File: src/rtl/sar_pkg.sv
// -----------------------------------------------------------------------------
// sar_pkg
// Shared definitions for the successive-approximation search controller:
//   - state_t        : controller state encoding (IDLE, SETTLE)
//   - CMP_GT/EQ/LT   : comparator reply codes as {cmp_gt, cmp_eq, cmp_lt}
//   - is_one_hot()   : true when a reply is exactly one legal code
// -----------------------------------------------------------------------------
package sar_pkg;

    typedef enum logic {
        S_IDLE   = 1'b0,
        S_SETTLE = 1'b1
    } state_t;

    localparam logic [2:0] CMP_GT = 3'b100;
    localparam logic [2:0] CMP_EQ = 3'b010;
    localparam logic [2:0] CMP_LT = 3'b001;

    // A comparator that reports none or several relations at once is broken
    // (or its inputs are not settled); the search cannot trust that reply.
    function automatic logic is_one_hot(input logic [2:0] reply);
        return (reply == CMP_GT) || (reply == CMP_EQ) || (reply == CMP_LT);
    endfunction

endpackage

File: src/rtl/sar_search.sv
// -----------------------------------------------------------------------------
// sar_search
// Successive-approximation search controller. Presents a trial value to an
// external magnitude comparator whose other operand is a hidden target, and
// rebuilds that target bit by bit from the gt/eq/lt replies, MSB first.
//
// Parameters
//   WIDTH    trial/result width (>= 2)
//   CMP_LAT  cycles each trial is held before the reply is sampled (>= 1)
//
// Ports
//   clk      in   rising-edge clock
//   rst_n    in   asynchronous active-low reset
//   start    in   begin a search (only looked at while idle)
//   cmp_gt   in   comparator: trial >  target
//   cmp_eq   in   comparator: trial == target
//   cmp_lt   in   comparator: trial <  target
//   trial    out  value driven into the comparator
//   busy     out  search in progress
//   done     out  one-cycle pulse, result valid
//   hit      out  search ended on an exact-equal reply
//   err      out  one-cycle pulse, illegal reply, search aborted
//   result   out  recovered value, held until the next done
// -----------------------------------------------------------------------------
module sar_search
    import sar_pkg::*;
#(
    parameter int WIDTH   = 4,
    parameter int CMP_LAT = 1
) (
    input  logic             clk,
    input  logic             rst_n,
    input  logic             start,
    input  logic             cmp_gt,
    input  logic             cmp_eq,
    input  logic             cmp_lt,
    output logic [WIDTH-1:0] trial,
    output logic             busy,
    output logic             done,
    output logic             hit,
    output logic             err,
    output logic [WIDTH-1:0] result
);

    localparam int K_W   = $clog2(WIDTH);
    localparam int CNT_W = (CMP_LAT > 1) ? $clog2(CMP_LAT) : 1;

    localparam logic [K_W-1:0]   K_TOP     = K_W'(WIDTH - 1);
    localparam logic [CNT_W-1:0] CNT_LOAD  = CNT_W'(CMP_LAT - 1);
    localparam logic [WIDTH-1:0] TRIAL_TOP = {1'b1, {(WIDTH-1){1'b0}}};

    state_t           r_state,  w_state_nxt;
    logic [WIDTH-1:0] r_trial,  w_trial_nxt;
    logic [K_W-1:0]   r_k,      w_k_nxt;
    logic [CNT_W-1:0] r_cnt,    w_cnt_nxt;
    logic             r_busy,   w_busy_nxt;
    logic             r_done,   w_done_nxt;
    logic             r_hit,    w_hit_nxt;
    logic             r_err,    w_err_nxt;
    logic [WIDTH-1:0] r_result, w_result_nxt;

    logic [2:0]       w_reply;
    logic [WIDTH-1:0] w_corrected;

    assign w_reply = {cmp_gt, cmp_eq, cmp_lt};

    always_comb begin
        // NOTE: every signal written here gets a default first, so no path
        // through the case leaves it unassigned and no latch is inferred.
        w_state_nxt  = r_state;
        w_trial_nxt  = r_trial;
        w_k_nxt      = r_k;
        w_cnt_nxt    = r_cnt;
        w_busy_nxt   = r_busy;
        w_done_nxt   = 1'b0;
        w_err_nxt    = 1'b0;
        w_hit_nxt    = r_hit;
        w_result_nxt = r_result;

        // Trial with the bit under test resolved: a "too big" reply means the
        // target has a 0 in this position, otherwise the 1 stays.
        w_corrected = r_trial;
        if (w_reply == CMP_GT) begin
            w_corrected[r_k] = 1'b0;
        end

        case (r_state)
            S_IDLE: begin
                if (start) begin
                    w_trial_nxt = TRIAL_TOP;
                    w_k_nxt     = K_TOP;
                    w_cnt_nxt   = CNT_LOAD;
                    w_busy_nxt  = 1'b1;
                    w_state_nxt = S_SETTLE;
                end
            end

            S_SETTLE: begin
                if (r_cnt != '0) begin
                    // Comparator still settling on the current trial.
                    w_cnt_nxt = r_cnt - 1'b1;
                end else if (!is_one_hot(w_reply)) begin
                    w_err_nxt   = 1'b1;
                    w_busy_nxt  = 1'b0;
                    w_state_nxt = S_IDLE;
                end else if (w_reply == CMP_EQ) begin
                    // Exact match ends the search early; lower bits are moot.
                    w_result_nxt = r_trial;
                    w_hit_nxt    = 1'b1;
                    w_done_nxt   = 1'b1;
                    w_busy_nxt   = 1'b0;
                    w_state_nxt  = S_IDLE;
                end else if (r_k == '0) begin
                    w_trial_nxt  = w_corrected;
                    w_result_nxt = w_corrected;
                    w_hit_nxt    = 1'b0;
                    w_done_nxt   = 1'b1;
                    w_busy_nxt   = 1'b0;
                    w_state_nxt  = S_IDLE;
                end else begin
                    w_trial_nxt              = w_corrected;
                    w_trial_nxt[r_k - 1'b1]  = 1'b1;
                    w_k_nxt                  = r_k - 1'b1;
                    w_cnt_nxt                = CNT_LOAD;
                end
            end

            default: begin
                w_state_nxt = S_IDLE;
            end
        endcase
    end

    always_ff @(posedge clk or negedge rst_n) begin
        if (!rst_n) begin
            r_state  <= S_IDLE;
            r_trial  <= '0;
            r_k      <= '0;
            r_cnt    <= '0;
            r_busy   <= 1'b0;
            r_done   <= 1'b0;
            r_hit    <= 1'b0;
            r_err    <= 1'b0;
            r_result <= '0;
        end else begin
            // NOTE: non-blocking assignments so every register updates from the
            // same pre-edge values, regardless of statement order.
            r_state  <= w_state_nxt;
            r_trial  <= w_trial_nxt;
            r_k      <= w_k_nxt;
            r_cnt    <= w_cnt_nxt;
            r_busy   <= w_busy_nxt;
            r_done   <= w_done_nxt;
            r_hit    <= w_hit_nxt;
            r_err    <= w_err_nxt;
            r_result <= w_result_nxt;
        end
    end

    assign trial  = r_trial;
    assign busy   = r_busy;
    assign done   = r_done;
    assign hit    = r_hit;
    assign err    = r_err;
    assign result = r_result;

endmodule
File: config.mk
export PLATFORM = sky130hd
export DESIGN_NAME = sar_search
export DESIGN_NICKNAME = d
export VERILOG_FILES = /design/src/rtl/sar_pkg.sv /design/src/rtl/sar_search.sv
export SDC_FILE = /design/constraint.sdc
export NUM_CORES = 1
export LEC_CHECK = 0
export ABC_CLOCK_PERIOD_IN_PS = 3400
export CORE_MARGIN = 2
export CORE_UTILIZATION = 47
export DETAILED_ROUTE_END_ITERATION = 10
export PLACE_DENSITY = 0.76
export SKIP_LAST_GASP = 1
export SLEW_MARGIN = 20
export SYNTH_ARGS = -nofsm -noshare
export SYNTH_HDL_FRONTEND = slang
export SYNTH_SLANG_ARGS = --single-unit
File: constraint.sdc
create_clock -name clk -period 3.4 [get_ports clk]
set_clock_uncertainty 0.05 [all_clocks]
set_input_delay 0.85 -clock clk [delete_from_list [all_inputs] [get_ports clk]]
set_output_delay 0.85 -clock clk [all_outputs]
set_load 0.005 [all_outputs]
==> run_results.csv, run 1 <==
group,metric,value,unit
power,power.total,0.560,mW
hold_path,hold_path_class,"reg2reg",
clock_tree,clock-root-buffer,"clkbuf_4",
setup_path,cpPeakStageDelay,0.70,ns
yosys,syn_inst,81,
sta,post-route-min-period,2.42,ns
clock_tree,cts_resized,0,
run,drv_cap,0,
sta,finalSetupTns,0,ns
cells_and_area,layout-drive-gt1-share,0.112,
setup_path,startpoint,"cmp_lt",
floorplan,rows,15,
yosys,yosys.area.top_type,"dfrtp_1",
grt,grt_antenna_before_repair,0,
grt,grt_overflow_total,0,
clock_tree,numCtsBuffers,3,
yosys,synth_area,871,sq um
yosys,synth_ff_type,"dfrtp_1",
yosys,synth.most_common_cell,"dfrtp_1",
clock_tree,clock_path_buffers,2,
place,portBuffers,17,
floorplan,pin_count,18,
floorplan,initial_utilization,0.504,
clock_tree,clkLatencyLatePin,0.29,ns
yosys,seq_area_frac_synth,0.431,
place,hpwl,1.29,mm
setup_path,r2r-end,"result[3]$_DFFE_PN0P_",
sta,fin_hold_ws,0.452,ns
grt,grt_use_met1,0.252,
setup_path,cp-end-kind,"register",
outcome,status,"finished, final reports clean",
detailed_routing,drc,0,
grt,grt_pass1_wl,2.90,mm
yosys,syn_avg_cell_area,10.8,sq um
floorplan,die_x,47.0,um
power,p_leak,0.438,nW
setup_path,worstPathArrival,2.55,ns
cells_and_area,diodes,0,
clock_tree,cts_setup_buffers,0,
cells_and_area,fillers,159,
setup_path,reg2reg_slack,1.42,ns
detailed_routing,routed_via_density,5.50,
yosys,synthesis.nets,91,
power,power-per-cell-area,523,nW/um^2
sta,rsz0062_at_grt,"no",
detailed_routing,wl_per_cell,14.5,um
sta,tightest_slew,0.639,ns
detailed_routing,ant_nets,0,
detailed_routing,drt_iter0_markers,11,
grt,grt_usage,0.190,
floorplan,fp.coreArea,1730,sq um
cells_and_area,nNetsFinal,109,
grt,grt_pass1_vias,658,
grt,busiest_layer,"met2",
cells_and_area,final_cell_count_no_fill,123,
clock_tree,cts_tree,"yes",
grt,grt_max_degree,16,
yosys,synth_common_cells,"dfrtp_1 (15), nor2_1 (6), inv_1 (5)",
yosys,yosysUniqueCellTypes,41,
floorplan,die_h,47.0,um
setup_path,reg2reg_from,"r_k[0]$_DFFE_PN0P_",
grt,use_met2,0.299,
setup_path,path_depth,5,
cells_and_area,area_delta_synth_final,23.0,%
power,ir_drop,0.280,mV
yosys,ys_ff_latch,15,
setup_path,crit_end,"result[3]$_DFFE_PN0P_",
clock_tree,cts_max_level,1,
detailed_routing,routed_wl,1.78,mm
setup_path,worst-path-max-fanout,10,
setup_path,crit_required,3.54,ns
setup_path,crit_chain,"clkdlybuf4s50_1, and4bb_4, o31ai_4, inv_2, mux2_4",
setup_path,critPathLaunchType,"input pin",
setup_path,r2r_cells,6,
sta,setup_viol,0,
floorplan,dieArea,2210,sq um
yosys,yosysWarnings,0,
sta,max_freq,414,MHz
grt,use_met3,0.0385,
yosys,synth_top_area_share,0.431,
sta,post-route-period-util,0.711,
clock_tree,cts_hold_buf,0,
clock_tree,clock_sinks,15,
yosys,synth-edff-count,0,
detailed_routing,drt-pass1-iter-count,3,
setup_path,path_buf_inv,2,
setup_path,cpMaxStageDelayCell,"clkdlybuf4s50_1",
place,dp.cells,119,
sta,hold_viol_final,0,
sta,final-max-slew-violation-count,0,
yosys,synth_area_leaders,"dfrtp_1 (43%), ha_1 (5.7%), nand4_1 (2.9%)",
place,gp_congestion,0.907,
sta,slew_headroom,0.573,
clock_tree,clk_pin_slew,0.09,ns
hold_path,worstHoldStart,"result[0]$_DFFE_PN0P_",
detailed_routing,vias,676,
setup_path,critPathTopFamily,"buffers and inverters",
yosys,async_reset_ff_frac,1.00,
setup_path,criticalPathCategory,"in2reg",
[cell families after synthesis]
family          count (synthesis)  share of synthesized area
flops                          15                      0.431
xor+xnor                        3                     0.0302
compound gates                 19                      0.191
simple gates                   28                      0.204
mux                             2                     0.0287
fa+ha+maj                       4                     0.0575
buf+inv                        10                     0.0575
[registers in the layout, indices dropped and copies added (netlist names)]
register / flops
done: 1
r_state: 1
trial: 4
r_k: 2
err: 1
hit: 1
result: 4
busy: 1
[cell type report]
type	count	area (sq um)	share of cell area
inverters	6	22.5	0.0210
multi-input cells	56	445	0.416
flip-flops and latches	15	375	0.350
well taps	25	31.3	0.0292
clock buffers	4	26.3	0.0245
repair buffers	17	170	0.159
[layer usage]
| metal | vias up | share of wire |
|---|---|---|
| met2 | 16 | 0.47 |
| met5 | - | 0 |
| met4 | 0 | 0.020 |
| met1 | 326 | 0.47 |
| met3 | 5 | 0.037 |
| li1 | 329 | - |
[where the power goes]
group	switching (mW)	internal (mW)	total [mW]
Combinational	0.0760	0.122	0.198
Sequential	0.0355	0.222	0.258
Clock	0.0592	0.0457	0.105
Total	0.171	0.390	0.560
[stage by stage]
stage                     setup slack [ns]  utilization  instance area (sq um)
after detailed placement             0.683        0.605                   1040
after global placement               0.725        0.605                   1040
final                                0.983        0.620                   1070
after CTS                             1.00        0.620                   1070
after global routing                 0.936        0.620                   1070
after floorplan                       1.40            -                    871
[placed cells by master (no fill, tap or decap), drive strengths merged, types with 3 or more instances in the layout]
master / netlist / routed
clkbuf: 1 / 4
clkdlybuf4s50: 0 / 17
dfrtp: 15 / 15
ha: 4 / 4
inv: 6 / 6
nand2: 3 / 3
nand4: 4 / 4
nor2: 6 / 6
nor3: 3 / 3
[how the worst min path moves through the flow]
stage | endpoint | cells past startpoint
after floorplan | result[0]$_DFFE_PN0P_ | 1
after global placement | result[1]$_DFFE_PN0P_ | 1
after detailed placement | result[1]$_DFFE_PN0P_ | 1
after CTS | result[0]$_DFFE_PN0P_ | 1
after global routing | result[1]$_DFFE_PN0P_ | 1
final | result[0]$_DFFE_PN0P_ | 1
(Power assumes the default switching activity.)
==> inputs of run 2 (changes only) <==
- ABC_CLOCK_PERIOD_IN_PS: 3400 -> 2200
- CORE_UTILIZATION: 47 -> 44
- PLACE_DENSITY: 0.76 -> 0.75
- clock period: 3.4 -> 2.2 ns (I/O delays scaled with it)
==> run 2 against run 1 <==
Register-to-register slack got worse by 1.1 ns. Highest routed layer unchanged. Design area rose by 10%. Critical endpoint unchanged. Sequential power rose by 55%. Largest power group unchanged.
==> run_results.csv, run 2 (synthesis gave the netlist of run 1 again) <==
group,metric,value,unit
outcome,status,"finished, final reports clean",
grt,grt_antenna_before_repair,0,
floorplan,die_h,48.5,um
sta,slew_headroom,0.577,
sta,final-max-slew-violation-count,0,
cells_and_area,layout_common_cells,"clkdlybuf4s50_1 (17), dfrtp_1 (15), buf_4 (14), nor2_1 (6), inv_1 (5)",
power,clockPowerShare,0.181,
power,p_int,0.615,mW
setup_path,r2r_cells,6,
grt,grt_pass1_wl,3.23,mm
setup_path,critPathLaunchType,"input pin",
floorplan,die_x,48.5,um
clock_tree,clkLatencyLatePin,0.28,ns
cells_and_area,area_delta_synth_final,35.3,%
cells_and_area,final_common_cell,"clkdlybuf4s50_1",
clock_tree,cts_hold_buf,0,
setup_path,crit_required,2.33,ns
power,combPwrFrac,0.365,
floorplan,rows,16,
floorplan,dieArea,2350,sq um
sta,worst_slack,0.293,ns
place,pre_cts_ws,-0.0158,ns
sta,max_freq,524,MHz
cells_and_area,nNetsFinal,123,
clock_tree,cts_tree,"yes",
power,ir_drop,0.607,mV
clock_tree,clk_pin_slew,0.09,ns
run,drv_cap,0,
clock_tree,clock_path_buffers,2,
floorplan,initial_utilization,0.453,
place,hpwl,1.38,mm
power,power.total,0.879,mW
power,p_switching,0.264,mW
setup_path,worstPathArrival,2.04,ns
grt,grt_max_degree,16,
setup_path,criticalPathCategory,"in2reg",
clock_tree,cts_max_level,1,
clock_tree,numCtsBuffers,3,
floorplan,fp.coreArea,1920,sq um
sta,tightest_slew,0.632,ns
grt,grt_usage,0.173,
sta,hold_viol_final,0,
grt,grt_overflow_total,0,
detailed_routing,vias,724,
setup_path,worst-path-max-fanout,7,
cells_and_area,layout-drive-gt1-share,0.223,
detailed_routing,wl_per_cell,13.1,um
place,portBuffers,17,
detailed_routing,routed_via_density,5.21,
cells_and_area,utilization,0.613,
setup_path,cp-end-kind,"register",
power,p_leak,0.507,nW
floorplan,pin_count,18,
sta,post-route-period-util,0.867,
clock_tree,cts_setup_buffers,0,
detailed_routing,drt_iter0_markers,16,
sta,rsz0062_at_grt,"no",
power,power-per-cell-area,746,nW/um^2
setup_path,r2r-end,"result[3]$_DFFE_PN0P_",
power,p_seq_frac,0.454,
setup_path,reg2reg_from,"r_k[0]$_DFFE_PN0P_",
sta,post-route-min-period,1.91,ns
cells_and_area,diodes,0,
clock_tree,clock-root-buffer,"clkbuf_4",
clock_tree,clock_sinks,15,
hold_path,worstHoldPathCells,1,
grt,grt_pass1_vias,748,
clock_tree,cts_resized,0,
detailed_routing,drt-pass1-iter-count,4,
place,gp_congestion,0.894,
detailed_routing,ant_nets,0,
detailed_routing,routed_wl,1.82,mm
sta,setup_viol,0,
power,switching_share,0.300,
hold_path,min_to,"result[1]$_DFFE_PN0P_",
setup_path,reg2reg_slack,0.30,ns
detailed_routing,drc,0,
hold_path,hold_path_class,"reg2reg",
sta,finalSetupTns,0,ns
hold_path,worstHoldStart,"result[1]$_DFFE_PN0P_",
run 2: cell types whose count changed in the layout (fill, tap and decap cells not counted):
| cell | change |
|---|---|
| buf_4 | +14 |
run 2: critical path: stages:
cell and delay [ns]:
clkdlybuf4s50_1 0.57, buf_4 0.17, nor3b_1 0.21, buf_4 0.16, a21boi_0 0.10, mux2_4 0.27
run 2: metrics by stage:
step	cell area (sq um)	std cells	hold WS (ns)
global placement	1150	135	0.432
finish	1180	139	0.451
floorplan	871	81	0.204
global route	1180	139	0.486
detailed placement	1150	135	0.422
CTS	1180	139	0.458
run 2: per-layer routing:
metal	global-route usage	up-vias	wire length, um
li1	-	360	-
met1	0.238	334	899
met2	0.273	27	816
met3	0.0309	3	84
met4	0.0619	0	22
met5	0	-	0
run 2: power by group through the flow:
| stage | clock, mW | combinational, mW | sequential [mW] |
|---|---|---|---|
| after floorplan | 0 | 0.147 | 0.399 |
| after global placement | 0 | 0.317 | 0.404 |
| after detailed placement | 0 | 0.321 | 0.405 |
| after CTS | 0.164 | 0.324 | 0.401 |
| after global routing | 0.180 | 0.356 | 0.412 |
| final | 0.159 | 0.321 | 0.399 |
run 2: area by class of cell:
type,instances,area (sq um)
Tap cell,27,33.8
Fill cell,169,743
Multi-Input combinational cell,56,445
Timing Repair Buffer,31,275
Clock buffer,4,26.3
Sequential cell,15,375
Inverter,6,22.5
run 2: worst max-delay path by stage:
stage / depth (start not counted) / start / to
after floorplan: 6 / r_k[0]$_DFFE_PN0P_ / result[3]$_DFFE_PN0P_
after global placement: 6 / cmp_gt / result[3]$_DFFE_PN0P_
after detailed placement: 6 / cmp_gt / result[3]$_DFFE_PN0P_
after CTS: 6 / cmp_gt / result[3]$_DFFE_PN0P_
after global routing: 6 / cmp_gt / result[3]$_DFFE_PN0P_
final: 6 / cmp_gt / result[3]$_DFFE_PN0P_
==> inputs of run 3 (changes only) <==
- REMOVE_ABC_BUFFERS: default -> 1
==> run 3 against run 2 <==
Clock power is essentially flat. Utilization shrank 0.78 points. Design area shrank 1.3%. Sequential power is essentially flat. Highest routed layer unchanged. Critical path depth is the same. Total power is essentially flat. Worst hold slack gained 0.00054 ns. Non-clock buffer count shrank 2. Cell count shrank 1.4%. Via count shrank 1.1%. Die area is the same. First-iteration DRC count shrank 31%.
==> run_results.csv, run 3 (synthesis gave the netlist of run 1 again) <==
group,metric,value,unit
sta,post-route-period-util,0.864,
detailed_routing,ant_nets,0,
setup_path,crit_chain,"inv_1, ha_1, and4bb_4, o31ai_4, inv_2, mux2_4",
cells_and_area,final_common_cell,"clkdlybuf4s50_1",
setup_path,startpoint,"r_k[0]$_DFFE_PN0P_",
detailed_routing,drt-pass1-iter-count,6,
grt,grt_pass1_vias,730,
detailed_routing,drt_iter0_markers,11,
clock_tree,cts_tree,"yes",
grt,grt_overflow_total,0,
sta,finalSetupTns,0,ns
floorplan,initial_utilization,0.453,
detailed_routing,drc,0,
sta,fin_hold_ws,0.451,ns
setup_path,cpMaxStageDelayCell,"dfrtp_1",
detailed_routing,wl_per_cell,12.7,um
power,p_seq_frac,0.455,
clock_tree,cts_max_level,1,
clock_tree,numCtsBuffers,3,
power,ir_drop,0.436,mV
power,power-per-cell-area,756,nW/um^2
grt,grt_max_degree,16,
cells_and_area,area_delta_synth_final,33.6,%
clock_tree,clock_path_buffers,2,
cells_and_area,finalInstanceArea,1160,sq um
setup_path,crit_required,2.32,ns
setup_path,cpPeakStageDelay,0.46,ns
clock_tree,cts_setup_buffers,0,
detailed_routing,routed_wl,1.75,mm
hold_path,worstHoldStart,"result[0]$_DFFE_PN0P_",
sta,post-route-min-period,1.90,ns
setup_path,reg2reg_from,"r_k[0]$_DFFE_PN0P_",
power,combPwrFrac,0.365,
place,gp_congestion,0.894,
floorplan,dieArea,2350,sq um
cells_and_area,diodes,0,
place,dp.cells,133,
floorplan,die_h,48.5,um
sta,rsz0062_at_grt,"no",
detailed_routing,vias,716,
cells_and_area,utilization,0.605,
clock_tree,clock-root-buffer,"clkbuf_4",
setup_path,criticalPathCategory,"reg2reg",
outcome,status,"finished, final reports clean",
run,drv_cap,0,
sta,final-max-slew-violation-count,0,
place,post_dp_cell_area,1140,sq um
setup_path,worst-path-max-fanout,7,
sta,slew_headroom,0.559,
setup_path,critPathLaunchType,"register",
power,p_leak,0.497,nW
grt,grt_antenna_before_repair,0,
cells_and_area,final_cell_count_no_fill,137,
power,p_int,0.615,mW
clock_tree,clock_sinks,15,
cells_and_area,layout-drive-gt1-share,0.209,
setup_path,worstPathArrival,2.02,ns
cells_and_area,layout_common_cells,"clkdlybuf4s50_1 (17), dfrtp_1 (15), buf_4 (12), nor2_1 (6), inv_1 (5)",
sta,hold_viol_final,0,
sta,tightest_slew,0.660,ns
clock_tree,cts_hold_buf,0,
power,switching_share,0.301,
power,p_switching,0.264,mW
floorplan,rows,16,
setup_path,cp-end-kind,"register",
floorplan,die_x,48.5,um
grt,grt_usage,0.175,
place,portBuffers,17,
sta,setup_viol,0,
clock_tree,clkLatencyLatePin,0.28,ns
hold_path,hold_path_class,"reg2reg",
clock_tree,cts_resized,0,
detailed_routing,routed_via_density,5.23,
floorplan,fp.coreArea,1920,sq um
place,hpwl,1.33,mm
clock_tree,clk_pin_slew,0.09,ns
floorplan,pin_count,18,
sta,max_freq,526,MHz
grt,grt_pass1_wl,3.24,mm
power,clockPowerShare,0.181,
cells_and_area,nNetsFinal,121,
-- run 3: changes by cell type in the layout (fill, tap and decap cells not counted), sizes merged --
cell  change
buf       -2
-- run 3: path summary, 6_finish.rpt --
check / slack, ns / endpoint / cells after the start
setup / recovery: 0.30 / result[3]$_DFFE_PN0P_ / 6
hold / removal: 0.45 / result[0]$_DFFE_PN0P_ / 1
setup reg to reg: 0.30 / result[3]$_DFFE_PN0P_ / 6
hold reg to reg: 0.45 / result[0]$_DFFE_PN0P_ / 1
max in group asynchronous: 1.06 / result[1]$_DFFE_PN0P_ / 1
min in group asynchronous: 0.61 / trial[2]$_DFFE_PN0P_ / 1
-- run 3: routing by layer --
layer	share of wire	track usage	wire length (um)
met5	0	0	0
met3	0.046	0.0370	80
met1	0.47	0.217	816
met2	0.47	0.299	818
met4	0.017	0.0714	29
-- run 3: area by class of cell --
type / count / area (sq um)
fill: 165 / 758
multi-input combinational: 56 / 445
inverter: 6 / 22.5
sequential: 15 / 375
timing repair buffer: 29 / 260
tap: 27 / 33.8
clock buffer: 4 / 26.3
-- run 3: critical path, delay by kind of cell (launching register included) --
family / cells / cell delay, ns
DFF: 1 / 0.46
adders and majority gates: 1 / 0.31
muxes: 1 / 0.29
and+or+nand+nor: 1 / 0.26
AOI/OAI and AO/OA: 1 / 0.24
buffers and inverters: 2 / 0.18
-- run 3: power by group through the flow --
stage	clock [mW]	combinational, mW	sequential [mW]
after CTS	0.163	0.324	0.401
final	0.159	0.321	0.400
after detailed placement	0	0.320	0.405
after global placement	0	0.316	0.403
after global routing	0.179	0.356	0.413
after floorplan	0	0.133	0.402
-- run 3: per-stage QoR --
step / setup slack (ns) / power, mW
after global routing: 0.182 / 0.948
after detailed placement: 0.0119 / 0.726
after global placement: 0.0579 / 0.719
after floorplan: 0.404 / 0.535
final: 0.300 / 0.879
after CTS: 0.292 / 0.888
